File: src/rtl/mux_sel_arbiter.sv
// Round-robin arbiter driving the 4:1 mux select pair with bounded grant dwell.
// Optional MUX_SEL_ARB_LOCK_EN adds a lock input that suspends the dwell limit.
module mux_sel_arbiter #(
    parameter int DWELL = 4,
    parameter int CW    = 3
) (
    input  logic       clk,
    input  logic       reset,
    input  logic [3:0] req,
`ifdef MUX_SEL_ARB_LOCK_EN
    input  logic       lock,
`endif
    output logic       s0,
    output logic       s1,
    output logic [3:0] gnt,
    output logic       valid
);

    typedef enum logic {IDLE, GRANT} state_t;

    localparam logic [CW-1:0] LIMIT = CW'(DWELL - 1);

    state_t        state;
    logic [CW-1:0] cnt;
    logic [1:0]    last;
    logic [1:0]    idx;
    logic [1:0]    cand;
    logic          found;
    logic          lock_hold;
    logic          release_now;

`ifdef MUX_SEL_ARB_LOCK_EN
    assign lock_hold = lock;
`else
    assign lock_hold = 1'b0;
`endif

    // Search starts just past the last grant; offset 4 lands back on last,
    // so a sole requester can be re-granted.
    always_comb begin
        idx   = last;
        cand  = last;
        found = 1'b0;
        for (int unsigned i = 1; i <= 4; i++) begin
            cand = last + 2'(i);
            if (!found && req[cand]) begin
                idx   = cand;
                found = 1'b1;
            end
        end
    end

    assign release_now = (!lock_hold && (cnt == LIMIT)) || !req[last];

    always_ff @(posedge clk or posedge reset) begin
        if (reset) begin
            state <= IDLE;
            gnt   <= '0;
            valid <= 1'b0;
            s1    <= 1'b0;
            s0    <= 1'b0;
            cnt   <= '0;
            last  <= 2'd3;
        end else begin
            case (state)
                IDLE: begin
                    if (found) begin
                        state <= GRANT;
                        gnt   <= 4'b0001 << idx;
                        s1    <= idx[1];
                        s0    <= idx[0];
                        valid <= 1'b1;
                        cnt   <= '0;
                        last  <= idx;
                    end
                end
                GRANT: begin
                    if (release_now) begin
                        if (found) begin
                            gnt   <= 4'b0001 << idx;
                            s1    <= idx[1];
                            s0    <= idx[0];
                            valid <= 1'b1;
                            cnt   <= '0;
                            last  <= idx;
                        end else begin
                            state <= IDLE;
                            gnt   <= '0;
                            valid <= 1'b0;
                            cnt   <= '0;
                        end
                    end else if (!lock_hold) begin
                        cnt <= cnt + 1'b1;
                    end
                end
                default: begin
                    state <= IDLE;
                    gnt   <= '0;
                    valid <= 1'b0;
                    cnt   <= '0;
                end
            endcase
        end
    end

endmodule
File: config.mk
export PLATFORM = sky130hd
export DESIGN_NAME = mux_sel_arbiter
export DESIGN_NICKNAME = d
export VERILOG_FILES = /design/src/rtl/mux_sel_arbiter.sv
export SDC_FILE = /design/constraint.sdc
export NUM_CORES = 1
export LEC_CHECK = 0
export BUFFER_PORTS_ARGS = -buffer_cell sky130_fd_sc_hd__buf_2
export CORE_MARGIN = 2
export CORE_UTILIZATION = 52
export CTS_CLUSTER_SIZE = 40
export DETAILED_ROUTE_END_ITERATION = 10
export PLACE_DENSITY = 0.85
export SLEW_MARGIN = 15
export SYNTH_ARGS = -nofsm -noshare
export SYNTH_HDL_FRONTEND = slang
export SYNTH_SLANG_ARGS = --single-unit
File: constraint.sdc
create_clock -name clk -period 2.8 [get_ports clk]
set_clock_uncertainty 0.15 [all_clocks]
set_input_delay 0.42 -clock clk [delete_from_list [all_inputs] [get_ports clk]]
set_output_delay 0.42 -clock clk [all_outputs]
set_load 0.01 [all_outputs]
==> flow_summary_export.csv <==
group,metric,value,unit
drt,drc,0,
synthesis,synth_top_area_share,39.08,%
timing,worstMarginPinSlew,0.5895,ns
clocking,htree_levels,1,
timing,hold_violations,5,
critical_path,arrival,2.14,ns
global_routing,grt_pass1_wl,1897,um
drt,dr_total_vias,540,
clocking,cts_tree,"done",
timing,slew_headroom,60.46,%
outcome,violations,"negative hold slack",
clocking,cts-resized-gates,0,
critical_path,endpoint_kind,"register",
critical_path,worstPathRequired,2.82,ns
critical_path,rrSetupSlack,0.68,ns
global_routing,grt_overflow,0,
drt,wire_per_inst,12.92,um
timing,slew_violations,0,
floorplanning,core_area,0.001285,mm2
synthesis,ys_seq_area_share,46.54,%
global_routing,grt_max_degree,14,
clocking,cts_setup_buffers,0,
synthesis,yosysTopAreaCell,"dfrtp_1",
place,gp_congestion,0.7343,
global_routing,antenna_found_initial,0,
place,dp_hpwl,959.6,um
critical_path,worst_setup_path_start_kind,"register",
floorplanning,dieArea,0.001665,mm2
place,port-buffer-count,12,
timing,holdWs,-0.005675,ns
drt,drtAntennaViolNets,0,
clocking,clk_pin_slew,0.08,ns
synthesis,synth.distinct_cells,30,
critical_path,crit_path_max_fanout,5,
floorplanning,io_pins,13,
clocking,clock-sinks,13,
global_routing,grtUsageTotal,17.67,%
timing,fmax,471.7,MHz
critical_path,path_class,"reg -> reg",
drt,routed_via_density,5.625,
floorplanning,start_util,54.82,%
clocking,clk_latency,0.27,ns
synthesis,ys_warn_count,0,
timing,period_needed,2.120,ns
timing,finalSetupViolations,0,
cells_and_area,antennaDiodeCount,0,
clocking,clk_path_buf_depth,2,
cells_and_area,syn_to_final_growth,12.61,%
timing,post-route-period-util,75.72,%
power,powerDensity,1025,mW/mm2
floorplanning,num_rows,13,
power,total_power,0.0008130,W
synthesis,synth_area,704.4,um2
clocking,cts_buffers,3,
clocking,cts_hold_repair.buffers,0,
floorplanning,die_height,40.81,um
global_routing,first_global_vias,439,
run,drv_cap,0,
clocking,root_buffer,"clkbuf_4",
outcome,status,"finished with violations",
power,ir_worst_vdd,438.7,uV
drt,wirelength,1240,um
power,p_leak,0.3985,nW
synthesis,ys_top_cells_by_area,"dfrtp_1 39%, dfstp_2 7.5%, a22o_1 6.2%, mux2_4 4.3%, ha_1 3.6%",
timing,tns,0,ns
floorplanning,die_w,40.81,um
synthesis,avgSynthCellArea,10.51,um2
synthesis,syn_nets,75,
cells_and_area,drive_gt1_share,28.40,%
cells_and_area,nets,90,
min_path,holdCritPathClass,"in -> async",
drt,dr.first_iter.drc_count,13,
synthesis,ys_ff_latch,13,
place,place_ws,0.6759,ns
timing,final.setup.worst_slack,0.6799,ns
drt,dr.pass1.iters,4,
synthesis,syn_inst,67,
timing,grt_setup_unrepaired,"no",
-- cells by family after synthesis --
group | after synthesis | synth area share [%]
adder cells (fa/ha/maj) | 2 | 3.552
AND/OR/NAND/NOR | 19 | 15.81
AO/OA/AOI/OAI | 21 | 20.96
multiplexers | 4 | 7.637
buffers and inverters | 8 | 5.505
flip-flops | 13 | 46.54
-- where the power goes --
part	internal, W	switching [W]
clock network	0.0000552	0.0000592
logic	0.000190	0.000177
registers	0.000268	0.0000632
-- state kept, by name (all words and copies together), names as in the netlist --
register / count
s0: 1
state: 1
cnt: 3
valid: 1
s1: 1
gnt: 4
last: 2
-- Yosys cell counts (all sizes together) --
master and n:
dfrtp 11, nand2b 3, a22o 5, nor2 3, o21ai 6, a21o 2, a211oi 1, or3b 1
nand3b 1, nand2 4, o2bb2ai 1, or4 1, mux2 2, nor2b 2, and3 1, o32ai 1
o22a 1, a21oi 3, dfstp 2, buf 2, mux2i 2, ha 2, inv 6, nor3 2
or3 1, o22ai 1
-- path summary, 6_finish.rpt --
check,startpoint,end,cells after the start
max,cnt[0],s0,6
max reg2reg,cnt[0],s0,6
min in group clk,s1,s1,1
min reg2reg,s1,s1,1
min,reset,s0,2
max in group asynchronous,reset,last[1],2
-- area by class of cell --
class                           count  area (um2)
Timing Repair Buffer               12       60.06
Inverter                            6       22.52
Sequential cell                    13       327.8
Multi-Input combinational cell     46       337.8
Clock buffer                        4       26.28
Tap cell                           15       18.77
Fill cell                         100       491.7
-- stage by stage --
step,std cells,util (%),hold slack (ns),cell area [um2]
after floorplan,67,-,0.1455,704.4
after global placement,92,59.69,0.2965,767.0
after detailed placement,92,59.69,0.2987,767.0
after CTS,96,61.73,0.003155,793.3
after global routing,96,61.73,0.03396,793.3
final,96,61.73,-0.005675,793.3
-- layout by cell type, fill, tap and decap left out, types with 2 or more instances in the layout --
cell type,n
buf_2,12
dfrtp_1,11
inv_1,6
o21ai_0,5
a22o_1,5
nor2_1,3
nand2b_1,3
a21oi_1,3
nand2_1,3
clkbuf_4,3
mux2_4,2
nor3_1,2
nor2b_1,2
a21o_1,2
ha_1,2
dfstp_2,2
-- layer usage --
metal | GRT usage [%] | wire length, um
met3 | 8.152 | 47
met2 | 28.52 | 615
met1 | 22.87 | 576
met5 | 0 | 0
met4 | 0 | 0
-- critical path, cell delays in order (launching register included) --
cell and delay, ns:
dfrtp_1 0.39, ha_1 0.20, ha_1 0.18, or3b_1 0.37, o22a_1 0.26, nand2_2 0.15, mux2_4 0.31
Note: power is estimated with default switching activity, not from simulation.
